## src/rtl/oscope_pkg.sv

```systemverilog
// oscope_pkg: shared capture FSM states and default frame geometry for the scope ADC front end.
package oscope_pkg;
    typedef enum logic [1:0] {IDLE, CONV, SHIFT, DONE} adc_state_t;
    localparam int DEF_FRAME_BITS = 16;
    localparam int DEF_SAMPLE_W = 8;
    localparam int DEF_MSB_POS = 13;
endpackage

```

## src/rtl/clk_div_strobe.sv

```systemverilog
// clk_div_strobe: programmable half-period divider producing adc_clk and registered edge strobes.
module clk_div_strobe #(
    parameter int DIV_W = 24
) (
    input  logic             osc_clk,
    input  logic             reset_n,
    input  logic             enable,
    input  logic [DIV_W-1:0] half_div,
    output logic             adc_clk,
    output logic             rise,
    output logic             fall
);
    logic [DIV_W-1:0] cnt_q, cnt_d, half_eff;
    logic clk_q, clk_d, rise_q, rise_d, fall_q, fall_d, tc;
    // >= rather than == so a shrinking half_div still wraps instead of running to full scale
    always_comb begin
        half_eff = (half_div == '0) ? DIV_W'(1) : half_div;
        tc = enable && (cnt_q >= half_eff - DIV_W'(1));
        cnt_d = (!enable || tc) ? '0 : cnt_q + DIV_W'(1);
        clk_d = enable && (tc ? !clk_q : clk_q);
        rise_d = tc && !clk_q;
        fall_d = tc && clk_q;
    end
    always_ff @(posedge osc_clk or negedge reset_n) begin
        if (!reset_n) begin
            cnt_q <= '0;
            clk_q <= 1'b0;
            rise_q <= 1'b0;
            fall_q <= 1'b0;
        end else begin
            cnt_q <= cnt_d;
            clk_q <= clk_d;
            rise_q <= rise_d;
            fall_q <= fall_d;
        end
    end
    assign adc_clk = clk_q;
    assign rise = rise_q;
    assign fall = fall_q;
endmodule

```

## src/rtl/adc_stream_capture.sv

```systemverilog
// adc_stream_capture: serial ADC frame capture with field extraction, decimation and a
// single-entry valid/ready output stage that flags dropped samples.
module adc_stream_capture
    import oscope_pkg::*;
#(
    parameter int FRAME_BITS = DEF_FRAME_BITS,
    parameter int SAMPLE_W = DEF_SAMPLE_W,
    parameter int MSB_POS = DEF_MSB_POS,
    parameter int DIV_W = 24,
    parameter int DEC_W = 8
) (
    input  logic                osc_clk,
    input  logic                reset_n,
    input  logic                run,
    input  logic [DIV_W-1:0]    half_div,
    input  logic [DEC_W-1:0]    decim,
    input  logic                clr_ovr,
    input  logic                adc_data,
    output logic                adc_clk,
    output logic                adc_conv,
    output logic [SAMPLE_W-1:0] sample_data,
    output logic                sample_valid,
    input  logic                sample_ready,
    output logic                overrun,
    output logic                busy
);
    localparam int CNT_W = $clog2(FRAME_BITS + 1);

    if (MSB_POS >= FRAME_BITS || MSB_POS < SAMPLE_W - 1) begin : g_bad_msb_pos
        $error("adc_stream_capture: MSB_POS must lie in [SAMPLE_W-1, FRAME_BITS-1]");
    end

    adc_state_t state_q, state_d;
    logic conv_q, conv_d, valid_q, valid_d, ovr_q, ovr_d;
    logic [CNT_W-1:0] bit_cnt_q, bit_cnt_d;
    logic [FRAME_BITS-1:0] sreg_q, sreg_d;
    logic [DEC_W-1:0] dec_cnt_q, dec_cnt_d;
    logic [SAMPLE_W-1:0] data_q, data_d;
    logic keep, load, div_en, div_rise, div_fall, unused_bits;

    // Divider stops in IDLE and is already cleared on the cycle the FSM falls back to IDLE
    assign div_en = (state_q != IDLE) && (state_d != IDLE);

    clk_div_strobe #(.DIV_W(DIV_W)) u_div (
        .osc_clk  (osc_clk),
        .reset_n  (reset_n),
        .enable   (div_en),
        .half_div (half_div),
        .adc_clk  (adc_clk),
        .rise     (div_rise),
        .fall     (div_fall)
    );

    always_comb begin
        state_d = state_q;
        conv_d = conv_q;
        bit_cnt_d = bit_cnt_q;
        sreg_d = sreg_q;
        dec_cnt_d = dec_cnt_q;
        keep = 1'b0;
        case (state_q)
            IDLE: begin
                conv_d = 1'b1;
                state_d = run ? CONV : IDLE;
            end
            CONV: if (div_rise) begin
                conv_d = 1'b0;
                bit_cnt_d = '0;
                state_d = SHIFT;
            end
            SHIFT: if (div_rise) begin
                sreg_d = {sreg_q[FRAME_BITS-2:0], adc_data};
                bit_cnt_d = bit_cnt_q + CNT_W'(1);
                if (bit_cnt_q == CNT_W'(FRAME_BITS - 1)) begin
                    conv_d = 1'b1;
                    state_d = DONE;
                end
            end
            DONE: begin
                keep = (dec_cnt_q == '0);
                dec_cnt_d = (dec_cnt_q == decim) ? '0 : dec_cnt_q + DEC_W'(1);
                state_d = run ? CONV : IDLE;
            end
            default: state_d = IDLE;
        endcase
        load = keep && (!valid_q || sample_ready);
        data_d = load ? sreg_q[MSB_POS -: SAMPLE_W] : data_q;
        valid_d = load || (valid_q && !sample_ready);
        ovr_d = (keep && !load) || (ovr_q && !clr_ovr);
    end

    always_ff @(posedge osc_clk or negedge reset_n) begin
        if (!reset_n) begin
            state_q <= IDLE;
            conv_q <= 1'b1;
            bit_cnt_q <= '0;
            sreg_q <= '0;
            dec_cnt_q <= '0;
            data_q <= '0;
            valid_q <= 1'b0;
            ovr_q <= 1'b0;
        end else begin
            state_q <= state_d;
            conv_q <= conv_d;
            bit_cnt_q <= bit_cnt_d;
            sreg_q <= sreg_d;
            dec_cnt_q <= dec_cnt_d;
            data_q <= data_d;
            valid_q <= valid_d;
            ovr_q <= ovr_d;
        end
    end

    assign unused_bits = ^{sreg_q, div_fall};
    assign adc_conv = conv_q;
    assign sample_data = data_q;
    assign sample_valid = valid_q;
    assign overrun = ovr_q;
    assign busy = (state_q != IDLE);
endmodule
```

## config.mk

```make
export PLATFORM = sky130hd
export DESIGN_NAME = adc_stream_capture
export DESIGN_NICKNAME = d
export VERILOG_FILES = /design/src/rtl/oscope_pkg.sv /design/src/rtl/clk_div_strobe.sv /design/src/rtl/adc_stream_capture.sv
export SDC_FILE = /design/constraint.sdc
export NUM_CORES = 1
export LEC_CHECK = 0
export CORE_MARGIN = 2
export CORE_UTILIZATION = 60
export CTS_CLUSTER_DIAMETER = 40
export CTS_CLUSTER_SIZE = 40
export DETAILED_ROUTE_END_ITERATION = 10
export HOLD_SLACK_MARGIN = 0.15
export PLACE_DENSITY_LB_ADDON = 0.12
export SYNTH_ARGS = -nofsm -noshare
export SYNTH_HDL_FRONTEND = slang
export SYNTH_SLANG_ARGS = --single-unit
export TNS_END_PERCENT = 10
```

## constraint.sdc

```tcl
create_clock -name osc_clk -period 5.1 [get_ports osc_clk]
set_clock_uncertainty 0.2 [all_clocks]
set_input_delay 1.02 -clock osc_clk [delete_from_list [all_inputs] [get_ports osc_clk]]
set_output_delay 1.02 -clock osc_clk [all_outputs]
set_load 0.01 [all_outputs]
```

Yosys cells after proc, flatten, opt, wreduce, memory -nomap -nowiden
Cells that the tools add are included.
{"block": "op_classes", "n_addsub": 4, "mul": 0, "div": 0, "magnitude_cmp": 1, "n_eq_ne": 8, "shifts": 0, "n_mux": 17, "bitwise_logic": 0, "reduce_logical": 29}
{"operator": "$mux W24", "count": 2}
{"operator": "$add A24 B1 Y24 const B", "count": 1}
{"operator": "$ge A24 B24 Y1", "count": 1}
{"operator": "$logic_not A24 Y1", "count": 1}
{"operator": "$sub A24 B1 Y24 const B", "count": 1}
{"operator": "$mux W5", "count": 2}
{"operator": "$pmux W5 S2", "count": 1}
{"operator": "$add A8 B1 Y8 const B", "count": 1}
{"operator": "$eq A8 B8 Y1", "count": 1}
{"operator": "$logic_and A1 B1 Y1", "count": 8}
{"operator": "$logic_not A8 Y1", "count": 1}
{"operator": "$mux W8", "count": 1}
{"operator": "$logic_not A1 Y1", "count": 6}
{"operator": "$mux W1", "count": 6}
{"operator": "$mux W2", "count": 3}
{"operator": "$pmux W2 S3", "count": 1}
{"operator": "$reduce_bool A2 Y1", "count": 3}
{"operator": "$add A5 B1 Y5 const B", "count": 1}
{"operator": "$eq A5 B4 Y1 const B", "count": 1}
{"operator": "$eq A2 B2 Y1 const B", "count": 2}
{"operator": "$logic_or A1 B1 Y1", "count": 4}
{"operator": "$ne A2 B1 Y1 const B", "count": 2}
{"operator": "$reduce_and A4 Y1", "count": 1}
{"operator": "$pmux W1 S3", "count": 1}
{"operator": "7 further kinds", "count": 7}
{"block": "totals", "register_bits": 66, "latchBits": 0, "ramBits": 0, "rom_bits": 0, "word_cells": 70, "n_memories": 0}

Longest topological paths before layout
Gate-level depths: netlist of the first run.
{"block": "depth", "depth_word": 9, "ltp_mapped": 18, "mapped_depth_nobuf": 18}

Hierarchy
From an unflattened synthesis of the first run, not the netlist that was laid out.
{"block": "hier_totals", "hier_cells": 411, "hier_area_um2": 4262.8}
{"mod": "clk_div_strobe", "n_inst": 1, "cells_per_inst": 253, "area_per_inst_um2": 2327.2}
{"mod": "adc_stream_capture", "n_inst": 1, "cells_per_inst": 158, "area_per_inst_um2": 1935.6}

Worst setup path after synthesis of the first run
Ideal clock, no wire load.
{"block": "synth_timing", "path_type": "input to register", "startpoint": "in half_div[13]", "endpoint": "reg u_div.cnt_q[10]", "setup_ns": 0.086, "t_arrival_ns": 4.764, "required_time_ns": 4.814, "path_slack_ns": 0.050, "stages": 17, "n_path_buf": 1, "path_cell_list": "or4_1 or4b_4 nor3b_2 nor2_1 ha_1 nor3b_1 nand3b_1 or2_1 nor2_1 xnor2_1 ha_1 and3_1 a22o_1 o21a_1 a211o_1 clkbuf_1 nor3_1"}
{"block": "synth_between", "elab_chain_len": 7}
{"element": "start: declaration", "line_no": "adc_stream_capture.sv:15", "text": "input logic [DIV_W-1:0] half_div,"}
{"element": "$logic_not A24 Y1", "line_no": "clk_div_strobe.sv:17", "text": "half_eff = (half_div == '0) ? DIV_W'(1) : half_div;"}
{"element": "$mux W24 *", "line_no": "clk_div_strobe.sv:17"}
{"element": "$sub A24 B1 Y24 *", "line_no": "clk_div_strobe.sv:18", "text": "tc = enable && (cnt_q >= half_eff - DIV_W'(1));"}
{"element": "$ge A24 B24 Y1 *", "line_no": "clk_div_strobe.sv:18"}
{"element": "$logic_and A1 B1 Y1 *", "line_no": "clk_div_strobe.sv:18"}
{"element": "$logic_or A1 B1 Y1 *", "line_no": "clk_div_strobe.sv:19", "text": "cnt_d = (!enable || tc) ? '0 : cnt_q + DIV_W'(1);"}
{"element": "$mux W24 *", "line_no": "clk_div_strobe.sv:19"}
{"element": "named net u_div.cnt_d[10]", "line_no": "clk_div_strobe.sv:13", "text": "logic [DIV_W-1:0] cnt_q, cnt_d, half_eff;"}
{"element": "end signal: assignment", "line_no": "clk_div_strobe.sv:31", "text": "cnt_q <= cnt_d;"}
{"element": "end: declaration", "line_no": "clk_div_strobe.sv:13"}
The timed path passes the listed nets; every way through them passes the cells marked *.
A chain may end at the register's enable or synchronous reset.

Final worst setup path of the first run
{"block": "layout_timing", "startpoint": "in half_div[17]", "endpoint": "reg u_div.cnt_q[18]"}
Same word-level chain as after synthesis.

==> results of run 1 <==
==> Yosys cell counts, types with 2 or more instances <==
library cell / instances / share of area
dfrtp_1: 65 / 0.40
ha_1: 35 / 0.11
nor3_1: 34 / 0.042
xnor2_1: 31 / 0.066
xor2_1: 23 / 0.049
mux2_2: 22 / 0.061
nand2_1: 21 / 0.019
nor2_1: 19 / 0.017
inv_1: 18 / 0.017
nand4_1: 16 / 0.024
o21ai_0: 11 / 0.013
a21oi_1: 9 / 0.011
clkbuf_1: 9 / 0.0083
nand3_1: 9 / 0.011
nand2b_1: 8 / 0.012
and3_1: 7 / 0.011
nor4_1: 5 / 0.0076
or4_1: 5 / 0.0092
and4_1: 4 / 0.0086
a22o_1: 3 / 0.0064
and2_1: 3 / 0.0046
mux2i_1: 3 / 0.0073
nand3b_1: 3 / 0.0055
o22ai_1: 3 / 0.0046
a21o_1: 2 / 0.0037
a31o_2: 2 / 0.0043
o2bb2ai_1: 2 / 0.0043
or3_4: 2 / 0.0055
==> worst min-delay path by stage <==
stage	startpoint	end	slack (ns)	cells after the start
2_1_floorplan	bit_cnt_q[4]$_DFFE_PN0P_	bit_cnt_q[4]$_DFFE_PN0P_	0.25	2
3_3_place_gp	adc_conv$_DFFE_PN1P_	adc_conv$_DFFE_PN1P_	0.26	2
3_5_place_dp	bit_cnt_q[4]$_DFFE_PN0P_	bit_cnt_q[4]$_DFFE_PN0P_	0.28	2
4_1_cts	bit_cnt_q[4]$_DFFE_PN0P_	bit_cnt_q[4]$_DFFE_PN0P_	0.30	2
5_1_grt	bit_cnt_q[4]$_DFFE_PN0P_	bit_cnt_q[4]$_DFFE_PN0P_	0.33	2
6_report	sreg_q[4]$_DFFE_PN0P_	sreg_q[5]$_DFFE_PN0P_	0.30	1
==> area by class of cell <==
cell class,instances,area [sq um],area share
inverters,18,67.6,0.0125
flip-flops and latches,66,1650,0.307
repair buffers,97,887,0.165
clock inverters,7,55.1,0.0102
clock buffers,9,124,0.0230
multi-input cells,305,2500,0.464
well taps,80,100,0.0186
==> flip-flops by register name, summed over array words and instances, names as in the netlist <==
| signal | flops |
|---|---|
| u_div.cnt_q | 24 |
| sreg_q | 14 |
| dec_cnt_q | 8 |
| sample_data | 8 |
| bit_cnt_q | 5 |
| state_q | 2 |
| adc_conv | 1 |
| overrun | 1 |
| sample_valid | 1 |
| u_div.adc_clk | 1 |
| u_div.rise | 1 |
==> timing repair <==
| action | CTS | global route |
|---|---|---|
| buffers inserted | 3 | 3 |
| pin swaps | 17 | 23 |
| cloned | 1 | 0 |
| gates resized for setup | 41 | 20 |
| endpoints found under the setup margin | 26 | 26 |
==> cell families after synthesis <==
family	share of synthesized area
and+or+nand+nor	0.201
DFF	0.404
xor gates and xnor gates	0.116
AOI/OAI and AO/OA	0.0770
adders and majority gates	0.107
buffers and inverters	0.0272
muxes	0.0679
==> metal layers <==
| metal | track usage | wire [microns] |
|---|---|---|
| met2 | 0.413 | 4460 |
| met4 | 0.0781 | 141 |
| met3 | 0.0514 | 282 |
| met1 | 0.333 | 4050 |
| met5 | 0 | 0 |
==> stage by stage <==
| stage | TNS, ns | hold slack (ns) | power, W | std cells |
|---|---|---|---|---|
| 6_report | 0 | 0.301 | 0.00149 | 582 |
| 5_1_grt | 0 | 0.326 | 0.00157 | 582 |
| 4_1_cts | 0 | 0.302 | 0.00149 | 581 |
| 3_5_place_dp | -11.43 | 0.282 | 0.00103 | 561 |
| 3_3_place_gp | -7.28 | 0.263 | 0.00102 | 561 |
| 2_1_floorplan | 0 | 0.250 | 0.000865 | 400 |
==> worst reg2reg max path, cell delays in order (launching register included) <==
cell and delay (ns):
dfrtp_1 0.43, inv_1 0.10, ha_1 0.34, nand2_1 0.48, o31a_1 0.43, a31o_2 0.24
a211o_1 0.33, buf_6 0.18, nor3_2 0.17
==> power by group through the flow <==
stage               logic, W  clock network (W)  registers, W
floorplan           0.000251                  0      0.000614
global placement    0.000392                  0      0.000626
detailed placement  0.000404                  0      0.000628
CTS                 0.000475           0.000397      0.000618
global route        0.000526           0.000422      0.000626
finish              0.000479           0.000394      0.000618
==> flow_metrics.py, run 1 <==
metrics = {
    "run_status": {
        "status": "finished, final reports clean",
    },
    "clock_tree": {
        "cts_root_buffer": "clkbuf_8",
        "clk_latency_ns": 0.34,
        "cts_max_path_buffers": 2,
        "h-tree-depth": 3,
        "ctsHoldBuffers": 0,
        "cts_sinks": 66,
        "numCtsBuffers": 9,
        "cts_tree": "yes",
        "path_clk_slew_ns": 0.08,
    },
    "power_and_ir_drop": {
        "p_sw_w": 0.000524,
        "seqPwrFrac": 0.415,
        "p_clk_frac": 0.264,
        "leakage_nw": 2.47,
        "ir_drop_uv": 118,
        "p_comb_frac": 0.321,
        "pwr_density_cell_nw_per_um2": 277,
        "switching_share": 0.351,
        "p_int_w": 0.000967,
    },
    "worst_setup_path": {
        "rr_worst_depth": 8,
        "worstPathCellList": "clkdlybuf4s15_1, or4_4, or4b_4, nor3b_4, nor2_2, ha_2, nor3b_4, nand3b_1, or2_1, nor2_1, xnor2_1, ha_1, and3_4, a22o_1, o21a_1, a211o_1, buf_6, nor3_2",
        "required_ns": 5.16,
        "r2r_slack_ns": 2.12,
        "cp_slowest_stage_delay_ns": 0.55,
        "cp_top_family": "simple AND/OR/NAND/NOR gates",
        "path_class": "input pin to register",
        "critPathArrivalTime_ns": 4.98,
        "path_depth": 18,
        "cp_max_fo": 5,
        "crit_end": "u_div.cnt_q[18]$_DFF_PN0_",
        "cp-startpoint": "half_div[17]",
        "r2r-end": "u_div.cnt_q[18]$_DFF_PN0_",
        "start_kind": "input pin",
        "worst-path-buf-inv": 2,
        "end_kind": "register",
        "r2r-start": "state_q[0]$_DFF_PN0_",
        "cp_common_cell": "nor3b_4",
        "cpMaxStageDelayCell": "or4_4",
    },
    "finish": {
        "num_antenna_cells": 0,
        "design_area_sq_um": 5390,
        "fillCellCount": 413,
        "mostFrequentLayoutCells": "dfrtp_1 (65), buf_4 (42), ha_1 (34)",
        "utilization": 0.806,
        "area_growth_syn_to_layout_pct": 31.6,
        "layout_commonest_cell": "dfrtp_1",
        "fin_nets": 570,
        "drive_gt1_frac": 0.257,
    },
    "global_route": {
        "antenna_found_initial": 0,
        "grt.overflow.total": 0,
        "grt_pass1_wl_microns": 15000,
        "grt_use_total": 0.251,
        "grt_max_degree": 42,
        "grt_pass1_vias": 3283,
    },
    "sta": {
        "report.final.slew_viol_count": 0,
        "fin_crit_ns": 4.92,
        "relSlewSlack": 0.356,
        "tightest_slew_ns": 0.959,
        "fin_crit_sh": 0.964,
        "fmax_ghz": 0.203,
        "setup_ws_ns": 0.184,
        "rsz0062_at_grt": "no",
        "hold_violations": 0,
        "setup-violations-final": 0,
    },
    "synth": {
        "ys_ff_latch": 66,
        "syn_nets": 473,
        "synth_edf_count": 0,
        "async_reset_ff_frac": 1.00,
        "synth_cell_types": 54,
        "syn_inst": 400,
        "syn_area_sq_um": 4090,
        "synthFlopType": "dfrtp_1",
        "synth_warnings": 0,
        "syn_area_per_cell_sq_um": 10.2,
        "synth.yosys.seq_area_share": 0.404,
    },
    "detailed_routing": {
        "wl_per_cell_microns": 15.3,
        "dr_total_vias": 3379,
        "drtPass1Iterations": 4,
        "drt_iter0_drc": 141,
        "via_per_inst": 5.81,
        "routed_wirelength_microns": 8930,
        "route.detailed.drc": 0,
        "detail-route-antenna-nets": 0,
    },
    "place": {
        "place_ws_ns": -0.539,
        "port_buffers": 50,
        "dp_hpwl_microns": 6480,
        "gp_congestion": 0.801,
        "placedInstanceArea_sq_um": 4960,
    },
    "die": {
        "die_area_sq_um": 7500,
        "core_sq_um": 6680,
        "die_h_microns": 86.6,
        "die_x_microns": 86.6,
        "pin_count": 51,
        "rows": 30,
        "start_util": 0.613,
    },
    "min_path": {
        "hp-class": "register to register",
    },
    "run": {
        "maxCapViolCount": 0,
    },
}
Power figures use the tool's default switching activity.
==> run 2, diff against run 1 <==
--- a/config.mk
+++ b/config.mk
@@ -12,6 +12,7 @@
 export DETAILED_ROUTE_END_ITERATION = 10
 export HOLD_SLACK_MARGIN = 0.15
 export PLACE_DENSITY_LB_ADDON = 0.12
+export RECOVER_POWER = 100
 export SYNTH_ARGS = -nofsm -noshare
 export SYNTH_HDL_FRONTEND = slang
 export SYNTH_SLANG_ARGS = --single-unit
==> flow_metrics.py, run 2 (synthesis gave the netlist of run 1 again) <==
metrics = {
    "worst_setup_path": {
        "rr_worst_depth": 8,
        "start_kind": "input pin",
        "crit_end": "u_div.cnt_q[18]$_DFF_PN0_",
        "path_class": "input pin to register",
        "required_ns": 5.16,
        "cp-startpoint": "half_div[17]",
        "r2r_slack_ns": 2.12,
        "r2r-end": "u_div.cnt_q[18]$_DFF_PN0_",
        "critPathArrivalTime_ns": 4.99,
        "r2r-start": "state_q[0]$_DFF_PN0_",
        "cp_max_fo": 5,
        "end_kind": "register",
    },
    "detailed_routing": {
        "wl_per_cell_microns": 15.3,
        "routed_wirelength_microns": 8900,
        "route.detailed.drc": 0,
        "drt_iter0_drc": 135,
        "via_per_inst": 5.78,
        "detail-route-antenna-nets": 0,
        "drtPass1Iterations": 4,
        "dr_total_vias": 3364,
    },
    "die": {
        "die_h_microns": 86.6,
        "core_sq_um": 6680,
        "pin_count": 51,
        "die_area_sq_um": 7500,
        "rows": 30,
        "start_util": 0.613,
        "die_x_microns": 86.6,
    },
    "global_route": {
        "grt_pass1_vias": 3283,
        "grt_pass1_wl_microns": 15000,
        "grt_use_total": 0.251,
        "grt.overflow.total": 0,
        "grt_max_degree": 42,
        "antenna_found_initial": 0,
    },
    "finish": {
        "num_antenna_cells": 0,
        "fillCellCount": 416,
        "multiInputGateArea_sq_um": 2490,
        "reg.largest.list": "u_div.cnt_q: 24 flops, sreg_q: 14 flops",
        "area_growth_syn_to_layout_pct": 31.4,
        "layout_commonest_cell": "dfrtp_1",
        "mostFrequentLayoutCells": "dfrtp_1 (65), buf_4 (41), ha_1 (34)",
        "largest_register_ffs": 24,
        "fin_nets": 570,
        "regArea_sq_um": 1650,
        "drive_gt1_frac": 0.253,
        "largest_register": "u_div.cnt_q",
        "utilization": 0.805,
    },
    "power_and_ir_drop": {
        "switching_share": 0.352,
        "ir_drop_uv": 118,
        "p_int_w": 0.000965,
        "seqPwrFrac": 0.416,
        "fin_total_pwr_w": 0.00149,
        "leakage_nw": 2.48,
        "pwr_density_cell_nw_per_um2": 277,
        "p_sw_w": 0.000523,
        "p_clk_frac": 0.264,
        "p_comb_frac": 0.320,
    },
    "sta": {
        "fmax_ghz": 0.203,
        "hold_violations": 0,
        "rsz0062_at_grt": "no",
        "setup_ws_ns": 0.169,
        "fin_crit_ns": 4.93,
        "fin_hold_ws_ns": 0.299,
        "fin_crit_sh": 0.967,
        "setup-violations-final": 0,
        "report.final.slew_viol_count": 42,
        "setup_tns_ns": 0,
        "tightest_slew_ns": 2.09,
        "relSlewSlack": -0.395,
    },
    "clock_tree": {
        "numCtsBuffers": 9,
        "cts_tree": "yes",
        "h-tree-depth": 3,
        "cts_sinks": 66,
        "cts_root_buffer": "clkbuf_8",
        "path_clk_slew_ns": 0.08,
        "ctsHoldBuffers": 0,
        "cts_max_path_buffers": 2,
        "clk_latency_ns": 0.34,
    },
    "place": {
        "place_ws_ns": -0.539,
        "dp_hpwl_microns": 6480,
        "port_buffers": 50,
        "gp_congestion": 0.801,
    },
    "run": {
        "maxCapViolCount": 1,
    },
    "min_path": {
        "hp-class": "register to register",
    },
    "run_status": {
        "status": "finished with violations",
        "violations": "capacitance limit, slew limit",
    },
}
[run 2: layer usage]
metal  global-route usage  wire (microns)  up-vias
li1                     -               -     1643
met5                    0               0        -
met2                0.413            4440       64
met4               0.0781             127        0
met1                0.333            4070     1643
met3               0.0514             259       14
[run 2: timing repair]
| item | CTS | global route |
|---|---|---|
| pin swaps | 17 | 23 |
| setup endpoints to repair | 26 | 26 |
| buffers inserted | 3 | 3 |
| gates resized for setup | 41 | 20 |
| gates cloned | 1 | 0 |
[run 2: per-stage QoR]
| stage | area [sq um] | cells |
|---|---|---|
| floorplan | 4090 | 400 |
| global placement | 4960 | 561 |
| detailed placement | 4960 | 561 |
| CTS | 5330 | 581 |
| global route | 5380 | 582 |
| finish | 5380 | 582 |
[run 2: power groups by stage]
stage	clock network, W	logic, W	registers, W
2_1_floorplan	0	0.000251	0.000614
4_1_cts	0.000397	0.000475	0.000618
3_5_place_dp	0	0.000404	0.000628
5_1_grt	0.000422	0.000523	0.000626
6_report	0.000393	0.000476	0.000619
3_3_place_gp	0	0.000392	0.000626
[run 2: worst min-delay path by stage]
stage / startpoint / slack (ns) / cells after the start / endpoint
finish: sample_data[5]$_DFFE_PN0P_ / 0.30 / 1 / sample_data[5]$_DFFE_PN0P_
global route: bit_cnt_q[4]$_DFFE_PN0P_ / 0.33 / 2 / bit_cnt_q[4]$_DFFE_PN0P_
detailed placement: bit_cnt_q[4]$_DFFE_PN0P_ / 0.28 / 2 / bit_cnt_q[4]$_DFFE_PN0P_
CTS: bit_cnt_q[4]$_DFFE_PN0P_ / 0.30 / 2 / bit_cnt_q[4]$_DFFE_PN0P_
global placement: adc_conv$_DFFE_PN1P_ / 0.26 / 2 / adc_conv$_DFFE_PN1P_
floorplan: bit_cnt_q[4]$_DFFE_PN0P_ / 0.25 / 2 / bit_cnt_q[4]$_DFFE_PN0P_
[run 2: layout make-up]
class / instances / area share
Clock buffer: 9 / 0.0230
Clock inverter: 7 / 0.0102
Inverter: 18 / 0.0126
Multi-Input combinational cell: 305 / 0.464
Sequential cell: 66 / 0.307
Tap cell: 80 / 0.0186
Timing Repair Buffer: 97 / 0.164
[run 2: critical path: stages]
cell	delay (ns)
clkdlybuf4s15_1	0.18
or4_4	0.55
or4b_4	0.51
nor3b_2	0.25
nor2_2	0.07
ha_2	0.19
nor3b_4	0.15
nand3b_1	0.16
or2_1	0.14
nor2_1	0.05
xnor2_1	0.12
ha_1	0.31
and3_4	0.18
a22o_1	0.22
o21a_1	0.17
a211o_1	0.37
buf_6	0.18
nor3_2	0.17
